<file path="src/rtl/seg7_pkg.sv">
// -----------------------------------------------------------------------------
// seg7_pkg
// Shared 7-segment definitions for the hex-to-segment encoder and the scan
// reader. Both sides take their patterns from SEG_CODES so that the encoder
// and the reader always agree on what a digit looks like.
//
// Segment bit order: bit0=a, bit1=b, ... bit6=g. Patterns are active low,
// so a lit segment is a 0. Literals below are written g..a (MSB first).
// -----------------------------------------------------------------------------
package seg7_pkg;

  localparam int SEG_W = 7;

  typedef enum logic [2:0] {
    SEG_A = 3'd0,
    SEG_B = 3'd1,
    SEG_C = 3'd2,
    SEG_D = 3'd3,
    SEG_E = 3'd4,
    SEG_F = 3'd5,
    SEG_G = 3'd6
  } seg_bit_e;

  localparam logic [SEG_W-1:0] SEG_HEX_0 = 7'b1000000;
  localparam logic [SEG_W-1:0] SEG_HEX_1 = 7'b1111001;
  localparam logic [SEG_W-1:0] SEG_HEX_2 = 7'b0100100;
  localparam logic [SEG_W-1:0] SEG_HEX_3 = 7'b0110000;
  localparam logic [SEG_W-1:0] SEG_HEX_4 = 7'b0011001;
  localparam logic [SEG_W-1:0] SEG_HEX_5 = 7'b0010010;
  localparam logic [SEG_W-1:0] SEG_HEX_6 = 7'b0000010;
  localparam logic [SEG_W-1:0] SEG_HEX_7 = 7'b1111000;
  localparam logic [SEG_W-1:0] SEG_HEX_8 = 7'b0000000;
  localparam logic [SEG_W-1:0] SEG_HEX_9 = 7'b0011000;
  localparam logic [SEG_W-1:0] SEG_HEX_A = 7'b0001000;
  localparam logic [SEG_W-1:0] SEG_HEX_B = 7'b0000011;
  localparam logic [SEG_W-1:0] SEG_HEX_C = 7'b1000110;
  localparam logic [SEG_W-1:0] SEG_HEX_D = 7'b0100001;
  localparam logic [SEG_W-1:0] SEG_HEX_E = 7'b0000110;
  localparam logic [SEG_W-1:0] SEG_HEX_F = 7'b0001110;

  // All segments dark: no digit shown.
  localparam logic [SEG_W-1:0] SEG_BLANK = 7'h7F;

  // Indexed by nibble value.
  localparam logic [SEG_W-1:0] SEG_CODES [16] = '{
    SEG_HEX_0, SEG_HEX_1, SEG_HEX_2, SEG_HEX_3,
    SEG_HEX_4, SEG_HEX_5, SEG_HEX_6, SEG_HEX_7,
    SEG_HEX_8, SEG_HEX_9, SEG_HEX_A, SEG_HEX_B,
    SEG_HEX_C, SEG_HEX_D, SEG_HEX_E, SEG_HEX_F
  };

  // Encoder direction, shared with the hex-to-segment decoder.
  function automatic logic [SEG_W-1:0] hex_to_seg(input logic [3:0] nib);
    return SEG_CODES[nib];
  endfunction

endpackage

</file>
<file path="src/rtl/seg7_to_hex.sv">
// -----------------------------------------------------------------------------
// seg7_to_hex
// Combinational inverse of the hex-to-segment encoder.
//
// Ports:
//   i_seg  [6:0]  active-low segment pattern, bit0=a .. bit6=g
//   o_nib  [3:0]  recovered nibble (0 when the pattern is not a hex digit)
//   o_inv         1 when the pattern matches none of the 16 hex codes
// -----------------------------------------------------------------------------
module seg7_to_hex
  import seg7_pkg::*;
(
  input  logic [6:0] i_seg,
  output logic [3:0] o_nib,
  output logic       o_inv
);

  // The 16 codes are distinct, so at most one entry can match.
  always_comb begin
    o_nib = 4'h0;
    o_inv = 1'b1;
    for (int i = 0; i < 16; i++) begin
      if (i_seg == SEG_CODES[i]) begin
        o_nib = 4'(i);
        o_inv = 1'b0;
      end
    end
  end

endmodule

</file>
<file path="src/rtl/seg7_scan_reader.sv">
// -----------------------------------------------------------------------------
// seg7_scan_reader
// Snoops a multiplexed active-low common-anode 7-segment bus and recovers the
// hex frame being displayed. Each (anode, segment) pair must stay stable for
// STABLE_CYC cycles before it is captured; a frame is emitted once every digit
// has been captured at least once since the previous frame.
//
// Ports:
//   i_clk        system clock, rising edge
//   i_rst_n      asynchronous active-low reset
//   i_seg  [6:0] segment lines, active low, bit0=a .. bit6=g
//   i_an   [NDIG-1:0] anode enables, active low, one low bit selects a digit
//   o_dat  [4*NDIG-1:0] recovered frame, digit k in bits [4k+3:4k]
//   o_val        one-cycle pulse when o_dat / o_err / o_digit_err update
//   o_err        OR of o_digit_err for the frame
//   o_digit_err [NDIG-1:0] per-digit invalid-pattern flag for the frame
// -----------------------------------------------------------------------------
module seg7_scan_reader
  import seg7_pkg::*;
#(
  parameter int NDIG       = 4,
  parameter int STABLE_CYC = 8
) (
  input  logic              i_clk,
  input  logic              i_rst_n,
  input  logic [6:0]        i_seg,
  input  logic [NDIG-1:0]   i_an,
  output logic [4*NDIG-1:0] o_dat,
  output logic              o_val,
  output logic              o_err,
  output logic [NDIG-1:0]   o_digit_err
);

  localparam int        BUS_W   = NDIG + SEG_W;
  localparam logic [7:0] CNT_MAX = 8'(STABLE_CYC - 1);

  logic [BUS_W-1:0]  r_sync_p1;
  logic [BUS_W-1:0]  r_sync_p2;
  logic [7:0]        r_cnt;
  logic              r_done;
  logic [NDIG-1:0]   r_mask;
  logic [4*NDIG-1:0] r_shadow;
  logic [NDIG-1:0]   r_shadow_err;

  logic              w_same;
  logic [NDIG-1:0]   w_an_sel;
  logic              w_one_low;
  logic              w_capture;
  logic [3:0]        w_nib;
  logic              w_inv;
  logic [4*NDIG-1:0] w_shadow_nx;
  logic [NDIG-1:0]   w_err_nx;
  logic [NDIG-1:0]   w_mask_nx;
  logic              w_frame;

  // ---- stage p1/p2: two-flop synchronizer on the whole bus ----
  // Reset value is all ones: blank segments, no anode selected.
  always_ff @(posedge i_clk or negedge i_rst_n) begin
    if (!i_rst_n) begin
      r_sync_p1 <= '1;
      r_sync_p2 <= '1;
    end else begin
      r_sync_p1 <= {i_an, i_seg};
      r_sync_p2 <= r_sync_p1;
    end
  end

  assign w_same   = (r_sync_p1 == r_sync_p2);
  assign w_an_sel = ~r_sync_p2[BUS_W-1:SEG_W];

  // Exactly one anode low: non-zero and a power of two after inversion.
  assign w_one_low = (w_an_sel != '0) &&
                     ((w_an_sel & (w_an_sel - NDIG'(1))) == '0);

  seg7_to_hex u_dec (
    .i_seg (r_sync_p2[SEG_W-1:0]),
    .o_nib (w_nib),
    .o_inv (w_inv)
  );

  // One capture per stable dwell: r_done blocks repeats until the bus changes.
  assign w_capture = w_same && (r_cnt == CNT_MAX) && !r_done && w_one_low;

  always_comb begin
    w_shadow_nx = r_shadow;
    w_err_nx    = r_shadow_err;
    w_mask_nx   = r_mask;
    if (w_capture) begin
      for (int k = 0; k < NDIG; k++) begin
        if (w_an_sel[k]) begin
          w_shadow_nx[4*k +: 4] = w_nib;
          w_err_nx[k]           = w_inv;
          w_mask_nx[k]          = 1'b1;
        end
      end
    end
    w_frame = w_capture && (&w_mask_nx);
  end

  // ---- stage p3: stability counter, digit shadows and frame output ----
  always_ff @(posedge i_clk or negedge i_rst_n) begin
    if (!i_rst_n) begin
      r_cnt        <= 8'd0;
      r_done       <= 1'b0;
      r_mask       <= '0;
      r_shadow     <= '0;
      r_shadow_err <= '0;
      o_dat        <= '0;
      o_val        <= 1'b0;
      o_err        <= 1'b0;
      o_digit_err  <= '0;
    end else begin
      if (!w_same) begin
        r_cnt  <= 8'd0;
        r_done <= 1'b0;
      end else begin
        if (r_cnt != CNT_MAX) r_cnt <= r_cnt + 8'd1;
        if (w_capture)        r_done <= 1'b1;
      end

      r_shadow     <= w_shadow_nx;
      r_shadow_err <= w_err_nx;
      r_mask       <= w_frame ? '0 : w_mask_nx;
      o_val        <= w_frame;

      // Outputs hold between frames; the completing digit is included.
      if (w_frame) begin
        o_dat       <= w_shadow_nx;
        o_digit_err <= w_err_nx;
        o_err       <= |w_err_nx;
      end
    end
  end

endmodule

</file>
<file path="config.mk">
export PLATFORM = sky130hd
export DESIGN_NAME = seg7_scan_reader
export DESIGN_NICKNAME = d
export VERILOG_FILES = /design/src/rtl/seg7_pkg.sv /design/src/rtl/seg7_to_hex.sv /design/src/rtl/seg7_scan_reader.sv
export SDC_FILE = /design/constraint.sdc
export NUM_CORES = 1
export LEC_CHECK = 0
export BUFFER_PORTS_ARGS = -buffer_cell sky130_fd_sc_hd__buf_4
export CAP_MARGIN = 25
export CORE_UTILIZATION = 33
export CTS_CLUSTER_SIZE = 40
export DETAILED_ROUTE_END_ITERATION = 8
export GPL_TIMING_DRIVEN = 0
export SETUP_SLACK_MARGIN = 0.4
export SLEW_MARGIN = 20
export SYNTH_ARGS = -nofsm -noshare
export SYNTH_HDL_FRONTEND = slang
export SYNTH_SLANG_ARGS = --single-unit
</file>
<file path="constraint.sdc">
create_clock -name i_clk -period 3.23 [get_ports i_clk]
set_input_delay 0.646 -clock i_clk [delete_from_list [all_inputs] [get_ports i_clk]]
set_output_delay 0.646 -clock i_clk [all_outputs]
set_load 0.05 [all_outputs]
</file>
**After elaboration in Yosys (flattened, before gate mapping)**

Cells that the tools add are included.

- Input port bits: 13
- Output and inout bits: 22
- Register bits after elaboration: 77
- Logic and storage cells: 97

- Add/subtract/negate cells: 2
- Equal/unequal tests: 20
- Reductions and logical operators: 11
- Multiplexer cells: 51
- Bitwise operators: 2

Operators by type and width:

| cell | count |
|---|---|
| 2-to-1 mux 4 bit | 15 |
| equality test 7 bit (second input constant) | 4 |
| 2-to-1 mux 1 bit | 27 |
| equality test 7 x 5 -> 1 bit (second input constant) | 3 |
| equality test 7 x 6 -> 1 bit (second input constant) | 3 |
| 2-to-1 mux 16 bit | 1 |
| 2-to-1 mux 8 bit | 2 |
| equality test 7 x 2 -> 1 bit (second input constant) | 2 |
| equality test 7 x 4 -> 1 bit (second input constant) | 2 |
| 2-to-1 mux 3 bit | 4 |
| equality test 11 bit | 1 |
| adder 8 x 1 -> 8 bit (second input constant) | 1 |
| equality test 8 x 3 -> 1 bit (second input constant) | 1 |
| != test 8 x 3 -> 1 bit (second input constant) | 1 |
| equality test 7 x 3 -> 1 bit (second input constant) | 1 |
| zero test 7 bit | 1 |
| logical AND 1 bit | 5 |
| bitwise AND 4 bit | 1 |
| zero test 4 bit | 1 |
| 2-to-1 mux 2 bit | 2 |
| != test 2 x 1 -> 1 bit (second input constant) | 2 |
| inverter 4 bit | 1 |
| AND reduction 4 bit | 1 |
| nonzero test 4 bit | 1 |
| other kinds (3) | 3 |

**Logic depth before layout (Yosys ltp)**

Gate-level depths: netlist of run 1.

- Depth after elaboration: 20
- Depth in mapped cells: 9
- Gate-level depth less buffers: 8

**Modules after synthesis**

A second synthesis of run 1 with hierarchy kept.

- Cells, all modules: 269
- Area total of the unflattened synthesis: 3444.6 µm²

By module, submodules not included:

| module | instances | area each (µm²) | cells an instance | seq. area each (µm²) |
|---|---|---|---|---|
| seg7_scan_reader | 1 | 3022.9 | 206 | 1954.4 |
| seg7_to_hex | 1 | 421.7 | 63 | 0.0 |

**Worst setup path after synthesis of run 1**

Ideal clock, no wire load.

- Path kind: register to register
- Start point: reg r_cnt[3]
- End point: reg o_err
- Data required time: 3.106 ns
- Path buffers: 0
- Stages on the path, launching flop included: 8
- Period minus slack after synthesis: 2.992 ns
- Slack: 0.238 ns
- Arrival: 2.868 ns
- Path through: dfrtp_1 or4_4 nor3_1 nand2_1 nor4_2 mux2_2 or3_1 o31a_1

RTL lines:

| element | line | RTL |
|---|---|---|
| start: declaration | seg7_scan_reader.sv:39 | `logic [7:0] r_cnt;` |
| start signal: assignment | seg7_scan_reader.sv:117 | `if (r_cnt != CNT_MAX) r_cnt <= r_cnt + 8'd1;` |
| equality test 8 x 3 -> 1 bit | seg7_scan_reader.sv:82 | `assign w_capture = w_same && (r_cnt == CNT_MAX) && !r_done && w_one_low;` |
| logical AND 1 bit (3 in series) | seg7_scan_reader.sv:82 |  |
| 2-to-1 mux 4 bit | seg7_scan_reader.sv:88 | `if (w_capture) begin` |
| net w_err_nx[1] | seg7_scan_reader.sv:52 | `logic [NDIG-1:0] w_err_nx;` |
| OR reduction 4 bit | seg7_scan_reader.sv:130 | `o_err <= \|w_err_nx;` |
| end signal: assignment | seg7_scan_reader.sv:130 |  |
| end: declaration | seg7_scan_reader.sv:30 | `output logic o_err,` |

The timed path passes the listed nets, and every way through them passes these cells.
A chain may end at the register's enable or synchronous reset.

**Final worst setup path of run 1**

- Start point: reg r_cnt[4]
- End point: reg o_err

The elaborated chain is that of the path after synthesis.

==> results of run 1 <==
==> final timing paths <==
path,start,to,slack (ns),cells past startpoint
setup / recovery,r_cnt[4],o_err,0.34,7
hold / removal,i_rst_n,r_cnt[7],0.20,1
setup reg to reg,r_cnt[4],o_err,0.34,7
hold reg to reg,r_sync_p1[1],r_sync_p2[1],0.36,0
max in group asynchronous,i_rst_n,r_sync_p2[8],2.43,2
min in group i_clk,r_sync_p1[1],r_sync_p2[1],0.36,0
==> cells by family (layout without fill, tap and decap cells) <==
| family | after synthesis | after routing |
|---|---|---|
| DFF | 77 | 77 |
| AOI/OAI and AO/OA | 26 | 26 |
| adders and majority gates | 1 | 1 |
| and+or+nand+nor | 96 | 96 |
| buffers and inverters | 22 | 84 |
| xor gates and xnor gates | 19 | 19 |
| muxes | 34 | 34 |
==> power breakdown <==
group | total, mW | switching (mW) | internal [mW]
combinational | 0.106 | 0.0655 | 0.0410
clock | 0.714 | 0.353 | 0.360
sequential | 1.00 | 0.0115 | 0.989
total | 1.82 | 0.430 | 1.39
==> metrics by stage <==
stage	worst slack (ns)	instance area [um2]	power (mW)	util, %
2_1_floorplan	0.402	3340	1.07	-
3_3_place_gp	-0.0763	3760	1.11	38.6
3_5_place_dp	-0.0709	3760	1.12	38.6
4_1_cts	0.329	4080	1.85	41.9
5_1_grt	0.256	4120	1.91	42.4
6_report	0.340	4120	1.82	42.4
==> area by class of cell <==
| type | instances | area (um2) | area share [%] |
|---|---|---|---|
| flip-flops and latches | 77 | 1950 | 47.4 |
| multi-input cells | 176 | 1320 | 32.0 |
| repair buffers | 46 | 373 | 9.04 |
| well taps | 133 | 166 | 4.04 |
| clock buffers | 11 | 131 | 3.19 |
| plain buffers | 13 | 83.8 | 2.03 |
| clock inverters | 5 | 60.1 | 1.46 |
| inverters | 9 | 33.8 | 0.819 |
==> what timing repair did <==
item,CTS,global route
pin swaps,7,4
setup endpoints to repair,23,21
buffers inserted,11,0
gates resized for setup,13,9
==> flip-flops by register name (all words and copies together), names as in the netlist <==
signal        cells
o_dat            16
o_digit_err       4
o_err             1
o_val             1
r_cnt             8
r_done            1
r_mask            4
r_shadow         16
r_shadow_err      4
r_sync_p1        11
r_sync_p2        11
==> metal layers <==
metal	wire length, um	part of all wire (%)	track usage (%)	up-vias
met2	3060	47	21.1	33
li1	-	-	-	1078
met4	55	0.85	4.95	0
met5	0	0	0	-
met3	233	3.6	3.97	7
met1	3130	48	19.2	1110
==> cells in the final DEF (no fill, tap or decap), drive strengths merged, types with 10 or more instances in the layout <==
master and count:
inv 10, nor2 19, mux2 33, dfstp 22
nor3 12, clkbuf 18, dfrtp 55, xor2 16
buf 52, nand2 22
==> results.md, run 1 <==
* Vias in the first global route at 2233
* Grt ovf at 0
* Initial Util at 34.0%
* Vias at 2228
* CTS clk-pin slew, worst paths at 0.08 ns
* Pwr/cell area at 442 nW/um2
* WL/cell at 13.8 um
* Slew Viols, Final at 0
* Synth area leader: dfrtp_1
* Leakage power at 1.94 nW
* Final Critical Period at 2.89 ns
* Fin. Hold Viols at 0
* Detailed Place HPWL at 4250 um
* Mean post-synth cell area at 12.0 um2
* 1st-iter DRT viols at 35
* Drt drc at 0
* Least-Margin Pin Slew at 0.541 ns
* Crit Path Class: reg -> reg
* Crit path top cell by count: or4_4
* VDD IR max at 0.000211 V
* Post-synthesis mux area share at 11.6%
* Num Clock Sinks at 77
* Post-Syn Nets at 289
* H-tree lvl count at 3
* Synth Flop Type: dfrtp_1
* CTS tree: yes
* Netlist cell types at 46
* Worst Path Buf+Inv at 1
* Combinational family with the most area after synthesis: simple AND/OR/NAND/NOR gates
* Layout cell share with drive strength beyond 1 at 41.8%
* First-pass GRT wire length at 11000 um
* YS warnings at 0
* Post-Route WL at 6480 um
* Setup TNS Final at 0 ns
* FFs w/ async S/R, synth at 100%
* CTS buffer count at 9
* Worst skew pair latency at 0.35 ns
* Synth Area in Simple Gates at 15.8%
* Layout Cells excl Fill at 470
* Sequential share of the synthesized area at 59.1%
* Vias per cell at 4.74
* Placer congestion estimate at 0.813
* Global Route Usage Sum at 14.0%
* Root buffer cell: clkbuf_8
* CORE AREA at 9730 um2
* Fin crit share at 89.5%
* Slew HR at 63.5%
* Worst stage delay on the critical path at 0.53 ns
* EDFF count, synth at 0
* CP Max Fanout at 7
* Mapped Area at 3310 um2
* Antenna violation net count after detailed routing at 0
* Largest net degree at the start of global routing at 78
* Fill cells at 954
* Synth Area in XOR/XNOR at 5.03%
* MaxCap Viol Count at 0
* Nets at 346
* Synth Register Bits at 77
* DR pass1 iterations at 4
* IO Count at 35
* Synth Area in Compound Gates at 5.07%
* CP Launch Type: flip-flop
* Initial antenna violation count at 0
* Synth top area share at 41.6%
* Min-Delay Path Class: in -> async
* RSZ-0062 raised after global routing: yes
* Die area at 10400 um2
* Critical-path cell with the highest stage delay: or4_4
* Leading cell types by count after synthesis: dfrtp_1, mux2_2, dfstp_2, nand2_1, nor2_1
* IO Port Bufs at 34
* CP required at 3.46 ns
* CP arrival at 3.12 ns
* Setup Skew at 0.0111 ns
* Die span in x at 102 um
* Layout area overhead at 24.6%
* Antenna Cells at 0
* Outcome: completed
* Placement Rows at 36
* Placed Cells at 442
* Max Fclk at 346 MHz
* Worst path cell trace: or4_4 -> or3_4 -> or4_4 -> buf_6 -> mux2_4 -> or3_1 -> o31a_1
* Delay-heaviest family, CP: simple AND/OR/NAND/NOR gates
* Synth Instances at 275
* # hold bufs at CTS at 0
* Post-synthesis adder-cell area fraction at 0.378%
* Hold_ws at 0.195 ns
* DIE HEIGHT at 102 um
* Top cells by area, synth: dfrtp_1, dfstp_2, mux2_2
* Most numerous cell in the Yosys netlist: dfrtp_1
* CTS max path bufs at 2
* Crit path capture type: flip-flop
* Final setup vio count at 0
Note: power is estimated with default switching activity, not from simulation.
==> run 2: changes to the inputs <==
--- a/config.mk
+++ b/config.mk
@@ -8,10 +8,12 @@
 export BUFFER_PORTS_ARGS = -buffer_cell sky130_fd_sc_hd__buf_4
 export CAP_MARGIN = 25
 export CORE_UTILIZATION = 33
+export CTS_BUF_LIST = sky130_fd_sc_hd__clkbuf_16
 export CTS_CLUSTER_SIZE = 40
 export DETAILED_ROUTE_END_ITERATION = 8
 export GPL_TIMING_DRIVEN = 0
 export SETUP_SLACK_MARGIN = 0.4
+export SKIP_LAST_GASP = 1
 export SLEW_MARGIN = 20
 export SYNTH_ARGS = -nofsm -noshare
 export SYNTH_HDL_FRONTEND = slang
==> run 2 against run 1 <==
  * Via count decreased by 0.36%
  * Total power increased by 15%
  * Register-to-register slack improved by 0.07 ns
  * Die area unchanged
  * Sequential share of layout area decreased by 1.6 points
  * Clock skew decreased by 0.0015 ns
  * Worst hold slack got worse by 0.011 ns
  * Design area increased by 3.5%
  * Clock-buffer cell count decreased by 2
  * First-iteration DRC count increased by 97%
  * Sequential power about the same
==> results.md, run 2 (same netlist as run 1, synthesis figures left out) <==
* Outcome: completed
* Layout cell share with drive strength beyond 1 at 43.1%
* Crit Path Class: reg -> reg
* CTS buffer count at 9
* H-tree lvl count at 3
* Most frequent cells in the layout: dfrtp_1, buf_4, mux2_2, nand2_1, dfstp_2
* Grt ovf at 0
* Root buffer cell: clkbuf_16
* Final setup vio count at 0
* Fin. Hold Viols at 0
* Leakage power at 2.01 nW
* Initial Util at 34.0%
* VDD IR max at 0.000211 V
* DR pass1 iterations at 4
* Slew HR at 61.4%
* Design area at 4270 um2
* CP Launch Type: flip-flop
* CTS max path bufs at 2
* Worst stage delay on the critical path at 0.53 ns
* Vias in the first global route at 2246
* Num Clock Sinks at 77
* Least-Margin Pin Slew at 0.573 ns
* Setup crit end: o_err
* Nets at 348
* Biggest regs: o_dat: 16 flops, r_shadow: 16 flops
* Placement Rows at 36
* Detailed Place HPWL at 4250 um
* IO Count at 35
* Fin crit share at 87.2%
* Vias per cell at 4.70
* Vias at 2220
* Crit path capture type: flip-flop
* Post-DP Area at 3760 um2
* DIE HEIGHT at 102 um
* Antenna violation net count after detailed routing at 0
* Initial antenna violation count at 0
* Largest net degree at the start of global routing at 78
* Placer congestion estimate at 0.813
* RSZ-0062 raised after global routing: yes
* CTS clk-pin slew, worst paths at 0.06 ns
* Placed Cells at 442
* Crit path top cell by count: or4_4
* Delay-heaviest family, CP: simple AND/OR/NAND/NOR gates
* Post-Route WL at 6670 um
* MaxCap Viol Count at 0
* CTS tree: yes
* Worst skew pair latency at 0.33 ns
* R2R Path End: o_err
* R2R Setup Slk at 0.41 ns
* Fill cells at 945
* CP Depth at 7
* Pwr/cell area at 491 nW/um2
* IO Port Bufs at 34
* CP Max Fanout at 4
* Min-Delay Path Class: in -> async
* First-pass GRT wire length at 11100 um
* CP required at 3.44 ns
* Max Fclk at 355 MHz
* CP arrival at 3.03 ns
* CORE AREA at 9730 um2
* Global Route Usage Sum at 14.1%
* WL/cell at 14.1 um
* Die span in x at 102 um
* CP startpoint: r_cnt[4]
* Worst Path Buf+Inv at 1
* Antenna Cells at 0
* Worst path cell trace: or4_4 -> or3_4 -> or4_4 -> buf_6 -> mux2_4 -> or3_1 -> o31a_1
* 1st-iter DRT viols at 69
* Final Critical Period at 2.82 ns
* Depth of the worst register-to-register path at 7
* Slew Viols, Final at 0
* Layout area overhead at 29.0%
* Die area at 10400 um2
* Worst flop-to-flop path startpoint: r_cnt[4]
* Commonest non-fill, non-tap cell in the layout: dfrtp_1
* Critical-path cell with the highest stage delay: or4_4
* Drt drc at 0
* Setup Skew at 0.00958 ns
* Layout Cells excl Fill at 472
-- run 2: changes by cell type in the layout (fill, tap and decap cells not counted), moves of 2 or more --
cell	previous run	this run
clkbuf_16	0	9
clkbuf_8	9	1
buf_2	2	0
buf_4	43	45
clkbuf_1	7	5
inv_1	9	11
-- run 2: per-stage QoR --
step	hold WS (ns)	TNS, ns	util, %	worst slack [ns]	power (mW)
after floorplan	0.350	0	-	0.402	1.07
after global placement	0.362	-0.0763	38.6	-0.0763	1.11
after detailed placement	0.364	-0.0709	38.6	-0.0709	1.12
after CTS	0.370	0	43.0	0.368	2.12
after global routing	0.187	0	43.9	0.304	2.18
final	0.184	0	43.9	0.414	2.09
-- run 2: where the power goes --
group / switching, mW / internal, mW
logic: 0.0666 / 0.0442
clock network: 0.386 / 0.595
registers: 0.0119 / 0.991
total: 0.465 / 1.63
-- run 2: final cells by class --
cell class	count	area [um2]	area share, %
plain buffers	13	88.8	2.08
clock inverters	7	67.6	1.58
flip-flops and latches	77	1950	45.8
clock buffers	9	225	5.28
multi-input cells	176	1340	31.5
repair buffers	48	388	9.09
inverters	9	33.8	0.792
well taps	133	166	3.90
-- run 2: how the worst min path moves through the flow --
stage | startpoint | end | slack (ns) | cells after the start
floorplan | i_rst_n | o_dat[0] | 0.35 | 0
global placement | r_sync_p1[9] | r_sync_p2[9] | 0.36 | 0
detailed placement | r_sync_p1[6] | r_sync_p2[6] | 0.36 | 0
CTS | r_sync_p1[1] | r_sync_p2[1] | 0.37 | 0
global route | i_rst_n | r_cnt[7] | 0.19 | 1
finish | i_rst_n | r_cnt[7] | 0.18 | 1
-- run 2: routing by layer --
layer,routed length [um],up-vias,global-route usage (%)
met5,0,-,0
met4,99,0,5.16
met1,3170,1097,19.0
li1,-,1083,-
met3,209,9,3.97
met2,3190,31,21.6
-- run 2: timing repair --
item / 4_1_cts / 5_1_grt
setup endpoints to repair: 23 / 21
gates resized for setup: 14 / 8
buffers inserted: 11 / 2
pin swaps: 8 / 3
hold buffers: 0 / 0
-- run 2: worst reg2reg max path, delay by kind of cell, from the launching register on --
kind / cells / cell delay (ns)
muxes: 1 / 0.30
buffers and inverters: 1 / 0.14
and+or+nand+nor: 4 / 1.61
DFF: 1 / 0.41
AOI/OAI and AO/OA: 1 / 0.24
